### config.mk
export PLATFORM = sky130hd
export DESIGN_NAME = xadc_drp_arbiter
export DESIGN_NICKNAME = d
export VERILOG_FILES = /design/src/rtl/xadc_drp_arbiter_pkg.sv /design/src/rtl/xadc_poll_timer.sv /design/src/rtl/xadc_drp_arbiter.sv
export SDC_FILE = /design/constraint.sdc
export NUM_CORES = 1
export LEC_CHECK = 0
export CAP_MARGIN = 40
export CORE_AREA = 2 2 235 121
export DETAILED_ROUTE_END_ITERATION = 10
export DIE_AREA = 0 0 237 123
export HOLD_SLACK_MARGIN = 0.08
export PLACE_DENSITY_LB_ADDON = 0.2
export SLEW_MARGIN = 20
export SYNTH_ARGS = -nofsm -noshare
export SYNTH_HDL_FRONTEND = slang
export SYNTH_SLANG_ARGS = --single-unit
### constraint.sdc
create_clock -name clk_usb -period 13.4 [get_ports clk_usb]
set_clock_uncertainty 0.05 [all_clocks]
set_input_delay 2.68 -clock clk_usb [delete_from_list [all_inputs] [get_ports clk_usb]]
set_output_delay 2.68 -clock clk_usb [all_outputs]
set_load 0.03 [all_outputs]
### src/rtl/xadc_drp_arbiter_pkg.sv
// Shared definitions for the XADC DRP arbiter: channel addresses, FSM encoding
// and the poll-channel to DRP-address mapping.
package xadc_drp_arbiter_pkg;

    localparam logic [6:0] XADC_ADDR_TEMP   = 7'h00;
    localparam logic [6:0] XADC_ADDR_VCCINT = 7'h01;
    localparam logic [6:0] XADC_ADDR_VCCAUX = 7'h02;

    localparam logic [1:0] CH_TEMP   = 2'd0;
    localparam logic [1:0] CH_VCCINT = 2'd1;
    localparam logic [1:0] CH_VCCAUX = 2'd2;

    typedef enum logic [1:0] {
        ST_IDLE  = 2'd0,
        ST_ISSUE = 2'd1,
        ST_WAIT  = 2'd2,
        ST_DONE  = 2'd3
    } drp_state_e;

    function automatic logic [6:0] chan_addr(input logic [1:0] idx);
        case (idx)
            CH_VCCINT: return XADC_ADDR_VCCINT;
            CH_VCCAUX: return XADC_ADDR_VCCAUX;
            default:   return XADC_ADDR_TEMP;
        endcase
    endfunction

endpackage

### src/rtl/xadc_poll_timer.sv
// Poll scheduler: reload down-counter raising poll_pend once per period, and the
// round-robin channel index that only moves on a successful poll read.
module xadc_poll_timer
    import xadc_drp_arbiter_pkg::*;
#(
    parameter int pPOLL_CYCLES = 1000000
) (
    input  logic       clk_usb,
    input  logic       reset_i,
    input  logic       poll_en_i,
    input  logic       grant_i,
    input  logic       done_ok_i,
    output logic       poll_pend_o,
    output logic [1:0] chan_idx_o
);

    localparam int CW = (pPOLL_CYCLES > 2) ? $clog2(pPOLL_CYCLES) : 1;
    localparam logic [CW-1:0] RELOAD = CW'(pPOLL_CYCLES - 1);

    logic [CW-1:0] cnt_q;
    logic          pend_q;
    logic [1:0]    idx_q;
    logic          tick;

    assign tick        = poll_en_i && (cnt_q == '0);
    assign poll_pend_o = pend_q;
    assign chan_idx_o  = idx_q;

    always_ff @(posedge clk_usb or posedge reset_i) begin
        if (reset_i) begin
            cnt_q  <= RELOAD;
            pend_q <= 1'b0;
            idx_q  <= CH_TEMP;
        end else begin
            if (!poll_en_i || tick) cnt_q <= RELOAD;
            else                    cnt_q <= cnt_q - CW'(1);

            // A tick landing while a request is still pending is dropped.
            if (!poll_en_i)  pend_q <= 1'b0;
            else if (grant_i) pend_q <= 1'b0;
            else if (tick)    pend_q <= 1'b1;

            if (done_ok_i) idx_q <= (idx_q == CH_VCCAUX) ? CH_TEMP : idx_q + 2'd1;
        end
    end

endmodule

### src/rtl/xadc_drp_arbiter.sv
// Shares the XADC DRP port between the USB host path and the sensor poller,
// one transaction in flight, every transaction bounded by a DRDY timeout.
module xadc_drp_arbiter
    import xadc_drp_arbiter_pkg::*;
#(
    parameter int pPOLL_CYCLES = 1000000,
    parameter int pTIMEOUT     = 63
) (
    input  logic        clk_usb,
    input  logic        reset_i,
    input  logic        host_req,
    input  logic        host_we,
    input  logic [6:0]  host_addr,
    input  logic [15:0] host_din,
    output logic        host_ack,
    output logic [15:0] host_dout,
    input  logic        poll_en,
    output logic        drp_den,
    output logic        drp_dwe,
    output logic [6:0]  drp_addr,
    output logic [15:0] drp_di,
    input  logic [15:0] drp_do,
    input  logic        drp_drdy,
    output logic [15:0] temp_o,
    output logic [15:0] vccint_o,
    output logic [15:0] vccaux_o,
    output logic [15:0] temp_max_o,
    output logic        poll_valid_o,
    output logic        timeout_o,
    input  logic        timeout_clr,
    output logic [1:0]  state_o
);

    localparam int TW = $clog2(pTIMEOUT + 1);

    // Host handshake: host_req is a level held with we/addr/din stable until
    // host_ack; host_ack pulses exactly once per accepted request, on DRDY or timeout.
    drp_state_e    state_q;
    logic          sel_poll_q;
    logic          last_poll_q;
    logic [TW-1:0] wait_cnt_q;
    logic          host_ack_q, den_q, dwe_q, valid_q, timeout_q;
    logic [6:0]    addr_q;
    logic [15:0]   di_q, host_dout_q, temp_q, vccint_q, vccaux_q, tmax_q;

    logic       poll_pend;
    logic [1:0] chan_idx;
    logic       poll_want, grant_poll, grant_host;
    logic       drdy_hit, timed_out, poll_ok;

    assign poll_want  = poll_pend && poll_en;
    assign grant_poll = (state_q == ST_IDLE) && poll_want && (!host_req || !last_poll_q);
    assign grant_host = (state_q == ST_IDLE) && host_req && !grant_poll;
    assign drdy_hit   = (state_q == ST_WAIT) && drp_drdy;
    assign timed_out  = (state_q == ST_WAIT) && !drp_drdy && (wait_cnt_q == TW'(pTIMEOUT - 1));
    assign poll_ok    = drdy_hit && sel_poll_q;

    xadc_poll_timer #(.pPOLL_CYCLES(pPOLL_CYCLES)) u_poll_timer (
        .clk_usb     (clk_usb),
        .reset_i     (reset_i),
        .poll_en_i   (poll_en),
        .grant_i     (grant_poll),
        .done_ok_i   (poll_ok),
        .poll_pend_o (poll_pend),
        .chan_idx_o  (chan_idx)
    );

    always_ff @(posedge clk_usb or posedge reset_i) begin
        if (reset_i) begin
            state_q     <= ST_IDLE;
            sel_poll_q  <= 1'b0;
            last_poll_q <= 1'b1;
            wait_cnt_q  <= '0;
            host_ack_q  <= 1'b0;
            host_dout_q <= '0;
            den_q       <= 1'b0;
            dwe_q       <= 1'b0;
            addr_q      <= '0;
            di_q        <= '0;
            temp_q      <= '0;
            vccint_q    <= '0;
            vccaux_q    <= '0;
            tmax_q      <= '0;
            valid_q     <= 1'b0;
            timeout_q   <= 1'b0;
        end else begin
            host_ack_q <= 1'b0;
            den_q      <= 1'b0;

            if (timed_out)        timeout_q <= 1'b1;
            else if (timeout_clr) timeout_q <= 1'b0;

            case (state_q)
                ST_IDLE: begin
                    if (grant_poll || grant_host) begin
                        state_q     <= ST_ISSUE;
                        den_q       <= 1'b1;
                        sel_poll_q  <= grant_poll;
                        last_poll_q <= grant_poll;
                        wait_cnt_q  <= '0;
                        dwe_q       <= grant_poll ? 1'b0 : host_we;
                        addr_q      <= grant_poll ? chan_addr(chan_idx) : host_addr;
                        di_q        <= grant_poll ? 16'h0000 : host_din;
                    end
                end
                ST_ISSUE: state_q <= ST_WAIT;
                ST_WAIT: begin
                    if (drp_drdy) begin
                        state_q <= ST_DONE;
                        if (!sel_poll_q) begin
                            host_ack_q <= 1'b1;
                            if (!dwe_q) host_dout_q <= drp_do;
                        end else begin
                            case (chan_idx)
                                CH_TEMP: begin
                                    temp_q <= drp_do;
                                    if (drp_do > tmax_q) tmax_q <= drp_do;
                                end
                                CH_VCCINT: vccint_q <= drp_do;
                                default: begin
                                    vccaux_q <= drp_do;
                                    valid_q  <= 1'b1;
                                end
                            endcase
                        end
                    end else if (timed_out) begin
                        state_q <= ST_DONE;
                        if (!sel_poll_q) begin
                            host_ack_q  <= 1'b1;
                            host_dout_q <= 16'hFFFF;
                        end
                    end else begin
                        wait_cnt_q <= wait_cnt_q + TW'(1);
                    end
                end
                default: begin
                    state_q <= ST_IDLE;
                    dwe_q   <= 1'b0;
                end
            endcase
        end
    end

    assign host_ack     = host_ack_q;
    assign host_dout    = host_dout_q;
    assign drp_den      = den_q;
    assign drp_dwe      = dwe_q;
    assign drp_addr     = addr_q;
    assign drp_di       = di_q;
    assign temp_o       = temp_q;
    assign vccint_o     = vccint_q;
    assign vccaux_o     = vccaux_q;
    assign temp_max_o   = tmax_q;
    assign poll_valid_o = valid_q;
    assign timeout_o    = timeout_q;
    assign state_o      = state_q;

endmodule

==> run metrics, run 1 <==
run status=finished, final reports clean; synth warn=0; critical path peak fanout=20; sequential share of the synthesized area=0.576; CTS tree=yes; hold_sp=last_poll_q$_DFFE_PP1P_; GRT Residual Overflow=0; Synth Cell Area=6160 um2; met1 global-route usage=0.187; H-tree levels=4; Setup WS pre-CTS=7.83 ns; Max IR drop VDD=0.0917 mV; area grow syn2layout=42.6%; Worst-Margin Slew=0.750 ns; Setup WS post-layout=8.26 ns; Post-synth EDFFs=0; Post-Syn Instances=529; syn nets=597; Max-Cap Viols=0; initial core utilization=0.227; Final Core Density=0.323; commonest cells in the netlist=dfrtp_1 (128), nand2_1 (46), inv_1 (40); Die H=123 um; Max Slew Vio Count=0; Num Clock Sinks=141; final WL=18.4 mm; GR Util met3=0.0480; Total GRT Usage=0.130; synth top area cells=dfrtp_1 (52%), mux2_2 (6.0%), dfstp_2 (5.5%), ha_1 (4.5%), a22o_1 (3.0%); setup TNS after final layout=0 ns; CTS Buffer Depth=2; Tcrit/Tclk final=0.383; Synth Area per Inst=11.6 um2; relative slew slack=0.498; family with the most delay on the worst path=buffers and inverters; Ports=156; met2 Resource Use GR=0.184; Skew-Pair Late Insertion Delay=0.43 ns; # Post-CTS Setup Buffers=0; num rows=43; Crit-path slowest cell=clkdlybuf4s50_1; first drt pass iteration count=6; initial antenna violation count=0; crit path launch=drp_drdy; Leak=3.79 nW; PwrDens=161 nW/um2; Netlist cell types=51; full die area=29200 um2; post-DR wirelength/cell=17.3 um; IO Port Bufs=155; Final Hold Vio Count=0; Synth area leader=dfrtp_1; CTS resizes=0; GRT Max-Usage Layer=met1; CP peak stage delay=0.95 ns; n_diodes=0; most frequent cell after synthesis=dfrtp_1; Synth top area share=0.520; Critical Path, Cell by Cell=clkdlybuf4s50_1 > nand3_1 > nor3_4 > buf_4 > o311a_1 > buf_8 > mux2i_1; Pwr Total=1.41 mW; number of DRC markers in iteration 0=228; crit path buf inv count=3; global-route wire length before repair=28.1 mm; CP required=13.70 ns; CTS clk-pin slew, worst paths=0.06 ns; root buf cell=clkbuf_16; Worst Setup End Kind=register; total number of vias=4668; ANT nets after route=0; HPWL Detailed=13.9 mm; RSZ-0062 raised after global routing=false; Setup-failing EPs final=0; synthesized flop and latch total=141; Die X=237 um; Async SR Flop Fraction=1.00; drt via density=4.40; WS Path Type=in2reg; arrival time worst endpoint=5.44 ns; cts bufs inserted=17; CP startpoint kind=input pin; fillcell total=2710; largest net degree at the start of global routing=66; Hold Buf Count CTS=0; worst r2r src=state_o[0]$_DFFE_PP0P_; fmax=195 MHz; Net count, final=757; CORE AREA=27200 um2; layout cells sized above 1=0.138; minimum clock period after layout=5.14 ns; Synth Flop Type=dfrtp_1; Hold WC Path Type=reg2reg; drt drc=0; routability cong.=0.745; number of global-route vias before repair=4751
==> stage by stage <==
stage	instances	instance area (um2)	hold slack (ns)
4_1_cts	1062	8780	0.414
2_1_floorplan	529	6160	0.383
6_report	1062	8780	0.412
3_3_place_gp	1023	8110	0.390
3_5_place_dp	1030	8200	0.404
5_1_grt	1062	8780	0.427
==> final cells by class <==
| cell class | count | area [um2] | area share |
|---|---|---|---|
| multi-input cells | 323 | 2370 | 0.270 |
| well taps | 360 | 450 | 0.0513 |
| clock inverters | 12 | 146 | 0.0167 |
| inverters | 40 | 155 | 0.0177 |
| repair buffers | 166 | 1670 | 0.191 |
| clock buffers | 20 | 437 | 0.0497 |
| flip-flops and latches | 141 | 3540 | 0.404 |
==> cell usage in the layout, fill, tap and decap left out, types with 15 or more instances in the layout <==
cell type	n
ha_1	22
inv_1	39
clkdlybuf4s50_1	155
nand2_1	46
mux2_2	33
o21ai_0	34
dfrtp_1	128
clkbuf_16	17
a21oi_1	25
mux2i_1	15
a41oi_1	16
a22o_1	21
nor2_1	16
==> flip-flops by register name, summed over array words and instances, names as in the netlist, 2 cells and up <==
signal / cells
temp_max_o: 16
vccint_o: 16
u_poll_timer.cnt_q: 20
drp_di: 16
drp_addr: 7
host_dout: 16
state_o: 2
vccaux_o: 16
wait_cnt_q: 6
temp_o: 16
u_poll_timer.chan_idx_o: 2
==> worst register-to-register path, delay by kind of cell (launching register included) <==
| kind | cells | cell delay (ns) |
|---|---|---|
| muxes | 1 | 0.22 |
| buffers and inverters | 3 | 0.61 |
| AOI/OAI and AO/OA | 1 | 0.47 |
| adders and majority gates | 1 | 0.39 |
| DFF | 1 | 0.40 |
| and+or+nand+nor | 2 | 0.51 |
==> cells by family (layout without fill, tap and decap cells) <==
logic type / Yosys count / in the layout / share of synthesized area
multiplexers: 49 / 49 / 0.0864
AO/OA/AOI/OAI: 118 / 118 / 0.130
buffers and inverters: 65 / 238 / 0.0419
XOR/XNOR: 14 / 14 / 0.0199
flip-flops: 141 / 141 / 0.576
adder cells (fa/ha/maj): 22 / 22 / 0.0447
AND/OR/NAND/NOR: 120 / 120 / 0.102
==> per-layer routing <==
layer  vias up  share of wire
met5         -              0
met4         0         0.0084
met3        12          0.056
met2       118           0.43
met1      2331           0.51
li1       2207              -
==> power breakdown <==
group | total, mW | switching, mW | internal [mW]
Sequential | 0.519 | 0.0348 | 0.485
Combinational | 0.414 | 0.243 | 0.171
Clock | 0.479 | 0.188 | 0.291
==> final timing paths <==
| path | slack, ns | to | cells past startpoint |
|---|---|---|---|
| min in group asynchronous | 2.65 | vccint_o[14]$_DFFE_PP0P_ | 2 |
| setup reg to reg | 10.66 | temp_max_o[4]$_DFFE_PP0P_ | 8 |
| max in group asynchronous | 9.31 | u_poll_timer.cnt_q[5]$_DFF_PP1_ | 4 |
| hold / removal | 0.41 | last_poll_q$_DFFE_PP1P_ | 2 |
| setup / recovery | 8.26 | temp_max_o[4]$_DFFE_PP0P_ | 7 |
| hold reg to reg | 0.41 | last_poll_q$_DFFE_PP1P_ | 2 |
Note: power is estimated with default switching activity, not from simulation.
==> inputs of run 2 (changes only) <==
clock period = 5 ns   (was 13.4 ns; I/O delays follow)
==> run 2 against run 1 <==
Effect of this change: routed wire length rose by 2.0%; sequential share of layout area fell by 0.22 points; core utilization rose by 0.18 points; via count rose by 0.13%; die area did not move; register-to-register slack got worse by 8.6 ns; combinational power rose to 2.7 times the previous value; critical path depth rose by 1; clock power rose to 2.8 times the previous value; critical path type unchanged; largest cell class unchanged; largest power group unchanged.
==> run metrics, run 2 (same netlist as run 1, synthesis figures left out) <==
num rows=43; Hold WC Path Type=reg2reg; Net count, final=761; Num Clock Sinks=141; Ports=156; crit path buf inv count=2; Worst Setup End Kind=register; met2 Resource Use GR=0.186; Setup-failing EPs final=0; GR Util met3=0.0420; initial core utilization=0.227; H-tree levels=4; critical path peak fanout=13; Max Slew Vio Count=0; routability cong.=0.734; number of global-route vias before repair=4876; largest register by flop count=u_poll_timer.cnt_q; CTS clk-pin slew, worst paths=0.07 ns; commonest non-fill, non-tap cell in the layout=clkdlybuf4s50_1; minimum clock period after layout=3.62 ns; fmax=276 MHz; root buf cell=clkbuf_16; first drt pass iteration count=4; most frequent cells in the layout=clkdlybuf4s50_1 (155), dfrtp_1 (128), nand2_1 (46); CTS Buffer Depth=2; relative slew slack=0.459; HPWL Detailed=14.0 mm; setup TNS after final layout=0 ns; layout cells sized above 1=0.147; run status=finished, final reports clean; max reg flops=20; largest net degree at the start of global routing=80; total number of vias=4674; Total GRT Usage=0.134; final WL=18.7 mm; area grow syn2layout=43.4%; Worst-Margin Slew=0.811 ns; Leak=3.83 nW; CTS tree=yes; r2r setup slk=2.06 ns; Final Hold Vio Count=0; Setup WS post-layout=1.38 ns; global-route wire length before repair=28.8 mm; WS Path Type=in2reg; RSZ-0062 raised after global routing=false; CTS resizes=0; post-DR wirelength/cell=17.6 um; fillcell total=2699; Max-Cap Viols=0; multi-input logic area=2370 um2; Tcrit/Tclk final=0.725; final instance area=8830 um2; ANT nets after route=0; Hold Buf Count CTS=0; Max IR drop VDD=0.231 mV; GRT Max-Usage Layer=met1; Critical Path, Cell by Cell=clkdlybuf4s50_1 > ha_1 > nand4_1 > nor4_1 > a21boi_0 > o311a_1 > buf_4 > mux2i_1; initial antenna violation count=0; Setup WS pre-CTS=0.901 ns; drt drc=0; CP required=5.31 ns; number of DRC markers in iteration 0=278; GRT Residual Overflow=0; Die H=123 um; PwrDens=435 nW/um2; Die X=237 um; CORE AREA=27200 um2; # Post-CTS Setup Buffers=0; cts bufs inserted=17; Skew-Pair Late Insertion Delay=0.44 ns; arrival time worst endpoint=3.94 ns; CP startpoint kind=input pin; full die area=29200 um2; met1 global-route usage=0.191; family with the most delay on the worst path=compound AO/OA/AOI/OAI gates; placed cell area=8220 um2; IO Port Bufs=155; drt via density=4.38; Register Area=3540 um2; CP peak stage delay=0.72 ns; Crit-path slowest cell=o311a_1
## run 2: cell count changes in the layout (fill, tap and decap cells not counted)
| cell | delta |
|---|---|
| diode_2 | +1 |
| buf_12 | -1 |
| inv_6 | +4 |
| clkinv_2 | -3 |
| clkinv_4 | +3 |
| clkbuf_1 | -3 |
| buf_4 | +6 |
| buf_8 | -3 |
| buf_6 | +1 |
| buf_16 | +1 |
| clkinvlp_4 | -1 |
## run 2: cell type report
cell class,instances,area share
well taps,360,0.0510
multi-input cells,323,0.269
clock inverters,15,0.0210
repair buffers,170,0.192
flip-flops and latches,141,0.401
clock buffers,17,0.0482
inverters,40,0.0176
diodes,1,0.000283
## run 2: worst paths after layout
kind | cells past startpoint | start | endpoint
min in group asynchronous | 2 | reset_i | temp_max_o[2]$_DFFE_PP0P_
worst min register to register | 1 | poll_valid_o$_DFFE_PP0P_ | poll_valid_o$_DFFE_PP0P_
max in group asynchronous | 4 | reset_i | wait_cnt_q[2]$_DFFE_PP0P_
worst min-delay path | 1 | poll_valid_o$_DFFE_PP0P_ | poll_valid_o$_DFFE_PP0P_
worst max register to register | 8 | temp_max_o[13]$_DFFE_PP0P_ | temp_max_o[15]$_DFFE_PP0P_
worst max-delay path | 8 | drp_do[14] | temp_max_o[15]$_DFFE_PP0P_
## run 2: through the flow
stage                      util  total power, mW  cells  hold slack [ns]
after global placement    0.300             2.49   1029            0.390
after global routing      0.325             4.04   1066            0.434
after detailed placement  0.302             2.53   1034            0.403
final                     0.325             3.84   1067            0.416
after floorplan               -             2.04    529            0.383
after CTS                 0.325             3.90   1066            0.420
## run 2: per-layer routing
layer	part of all wire	wire length, um
met3	0.051	957
met1	0.52	9680
met2	0.41	7770
met5	0	0
met4	0.017	325
## run 2: power breakdown
part / switching (mW) / leakage [nW] / internal, mW
Combinational: 0.657 / 1.79 / 0.460
Clock: 0.543 / 0.295 / 0.791
Sequential: 0.0903 / 1.74 / 1.30
Total: 1.29 / 3.83 / 2.55
==> inputs of run 3 (changes only) <==
clock period = 3.1 ns   (was 5 ns; I/O delays follow)
==> run 3 against run 2 <==
Effect of this change: critical path depth stayed put; sequential power is 61% higher; critical path type unchanged; largest cell class unchanged; highest routed layer unchanged; non-clock buffer count is 10 higher.
==> run metrics, run 3 (same netlist as run 1, synthesis figures left out) <==
Internal Power=3.95 mW; run status=finished, final reports clean; drt via density=4.42; Worst Setup End Kind=register; number of global-route vias before repair=4859; Comb power frac=0.301; initial core utilization=0.227; P_sw=2.07 mW; cts bufs inserted=17; CTS resizes=0; commonest non-fill, non-tap cell in the layout=clkdlybuf4s50_1; hold_sp=u_poll_timer.cnt_q[0]$_DFF_PP1_; largest net degree at the start of global routing=34; final WL=19.1 mm; layout cells sized above 1=0.156; relative slew slack=0.554; GR Util met3=0.0391; number of DRC markers in iteration 0=192; HPWL Detailed=14.3 mm; Net count, final=771; num rows=43; drt drc=0; CP peak stage delay=0.46 ns; Max Slew Vio Count=0; final instance area=8860 um2; post-DR wirelength/cell=17.8 um; Max IR drop VDD=0.343 mV; Die H=123 um; Critical Path, Cell by Cell=clkdlybuf4s50_1 > ha_1 > nand4_1 > nor4_1 > a21boi_0 > o311a_1 > buf_12 > mux2i_1; CTS clk-pin slew, worst paths=0.06 ns; max reg flops=20; Hold WC Path Type=reg2reg; worst r2r src=temp_max_o[13]$_DFFE_PP0P_; # Post-CTS Setup Buffers=0; most frequent cells in the layout=clkdlybuf4s50_1 (155), dfrtp_1 (128), nand2_1 (46); Num Clock Sinks=141; register share of total power=0.373; Hold Buf Count CTS=0; area grow syn2layout=43.9%; RSZ-0062 raised after global routing=false; CP startpoint kind=input pin; IO Port Bufs=155; CTS Buffer Depth=2; first drt pass iteration count=4; critical path peak fanout=15; global-route wire length before repair=29.3 mm; PwrDens=679 nW/um2; root buf cell=clkbuf_16; Clock Power Share=0.326; Max-Cap Viols=0; minimum clock period after layout=2.59 ns; GRT Residual Overflow=0; r2r setup slk=0.77 ns; CORE AREA=27200 um2; sw frac=0.344; Setup-failing EPs final=0; hold path depth=1; initial antenna violation count=0; Worst Reg-to-Reg Cells=8; total number of vias=4762; Die X=237 um; Crit-path slowest cell=clkdlybuf4s50_1; H-tree levels=4; full die area=29200 um2; met1 global-route usage=0.197; setup TNS after final layout=0 ns; largest register by flop count=u_poll_timer.cnt_q; Worst-Margin Slew=0.662 ns; met2 Resource Use GR=0.195; placed cell area=8310 um2; crit path launch=drp_do[14]; Leak=3.84 nW; Final Hold Vio Count=0; Tcrit/Tclk final=0.835; CP required=3.40 ns; Total GRT Usage=0.136; ANT nets after route=0; Skew-Pair Late Insertion Delay=0.44 ns; Ports=156; fmax=386 MHz; arrival time worst endpoint=2.88 ns; routability cong.=0.777; CTS tree=yes; GRT Max-Usage Layer=met1; WS Path Type=in2reg
## run 3: changes by cell type in the layout (fill, tap and decap cells not counted), sizes merged
cell      before  now
buf           15   25
clkinvlp       2    5
bufinv         3    1
inv           44   42
clkbuf        17   19
clkinv         6    5
## run 3: critical path, delay by kind of cell
kind	cells	cell delay [ns]
adder cells (fa/ha/maj)	1	0.33
multiplexers	1	0.22
AND/OR/NAND/NOR	2	0.56
buffers and inverters	2	0.65
AO/OA/AOI/OAI	2	0.49
## run 3: final timing paths
check | to
worst max-delay path | temp_max_o[1]$_DFFE_PP0P_
worst max register to register | temp_max_o[1]$_DFFE_PP0P_
max in group asynchronous | drp_addr[4]$_DFFE_PP0P_
worst min register to register | u_poll_timer.cnt_q[0]$_DFF_PP1_
min in group asynchronous | vccint_o[12]$_DFFE_PP0P_
worst min-delay path | u_poll_timer.cnt_q[0]$_DFF_PP1_
## run 3: power groups by stage
| stage | Sequential [mW] | Combinational [mW] | Clock, mW |
|---|---|---|---|
| 5_1_grt | 2.28 | 1.96 | 2.11 |
| 2_1_floorplan | 2.72 | 0.566 | 0 |
| 4_1_cts | 2.25 | 1.83 | 2.03 |
| 6_report | 2.24 | 1.81 | 1.96 |
| 3_5_place_dp | 2.28 | 1.82 | 0 |
| 3_3_place_gp | 2.26 | 1.79 | 0 |
## run 3: stage by stage
step	cells	utilization	setup slack, ns	hold slack [ns]	total power [mW]
2_1_floorplan	529	-	0.673	0.383	3.29
6_report	1077	0.326	0.512	0.408	6.02
3_3_place_gp	1042	0.305	0.0670	0.391	4.06
4_1_cts	1076	0.326	0.490	0.411	6.11
5_1_grt	1076	0.326	0.292	0.422	6.35
3_5_place_dp	1044	0.306	0.0522	0.397	4.10
## run 3: layout make-up
class	instances	area [um2]
antenna	1	2.50
clock buffer	19	433
fill	2745	18300
timing repair buffer	180	1790
tap	360	450
clock inverter	13	118
sequential	141	3540
inverter	40	154
multi-input combinational	323	2370
## run 3: layer usage
layer / vias to the layer above / wire length, um
met5: - / 0
met4: 0 / 201
met3: 12 / 828
met2: 93 / 8050
met1: 2420 / 10100
li1: 2237 / -
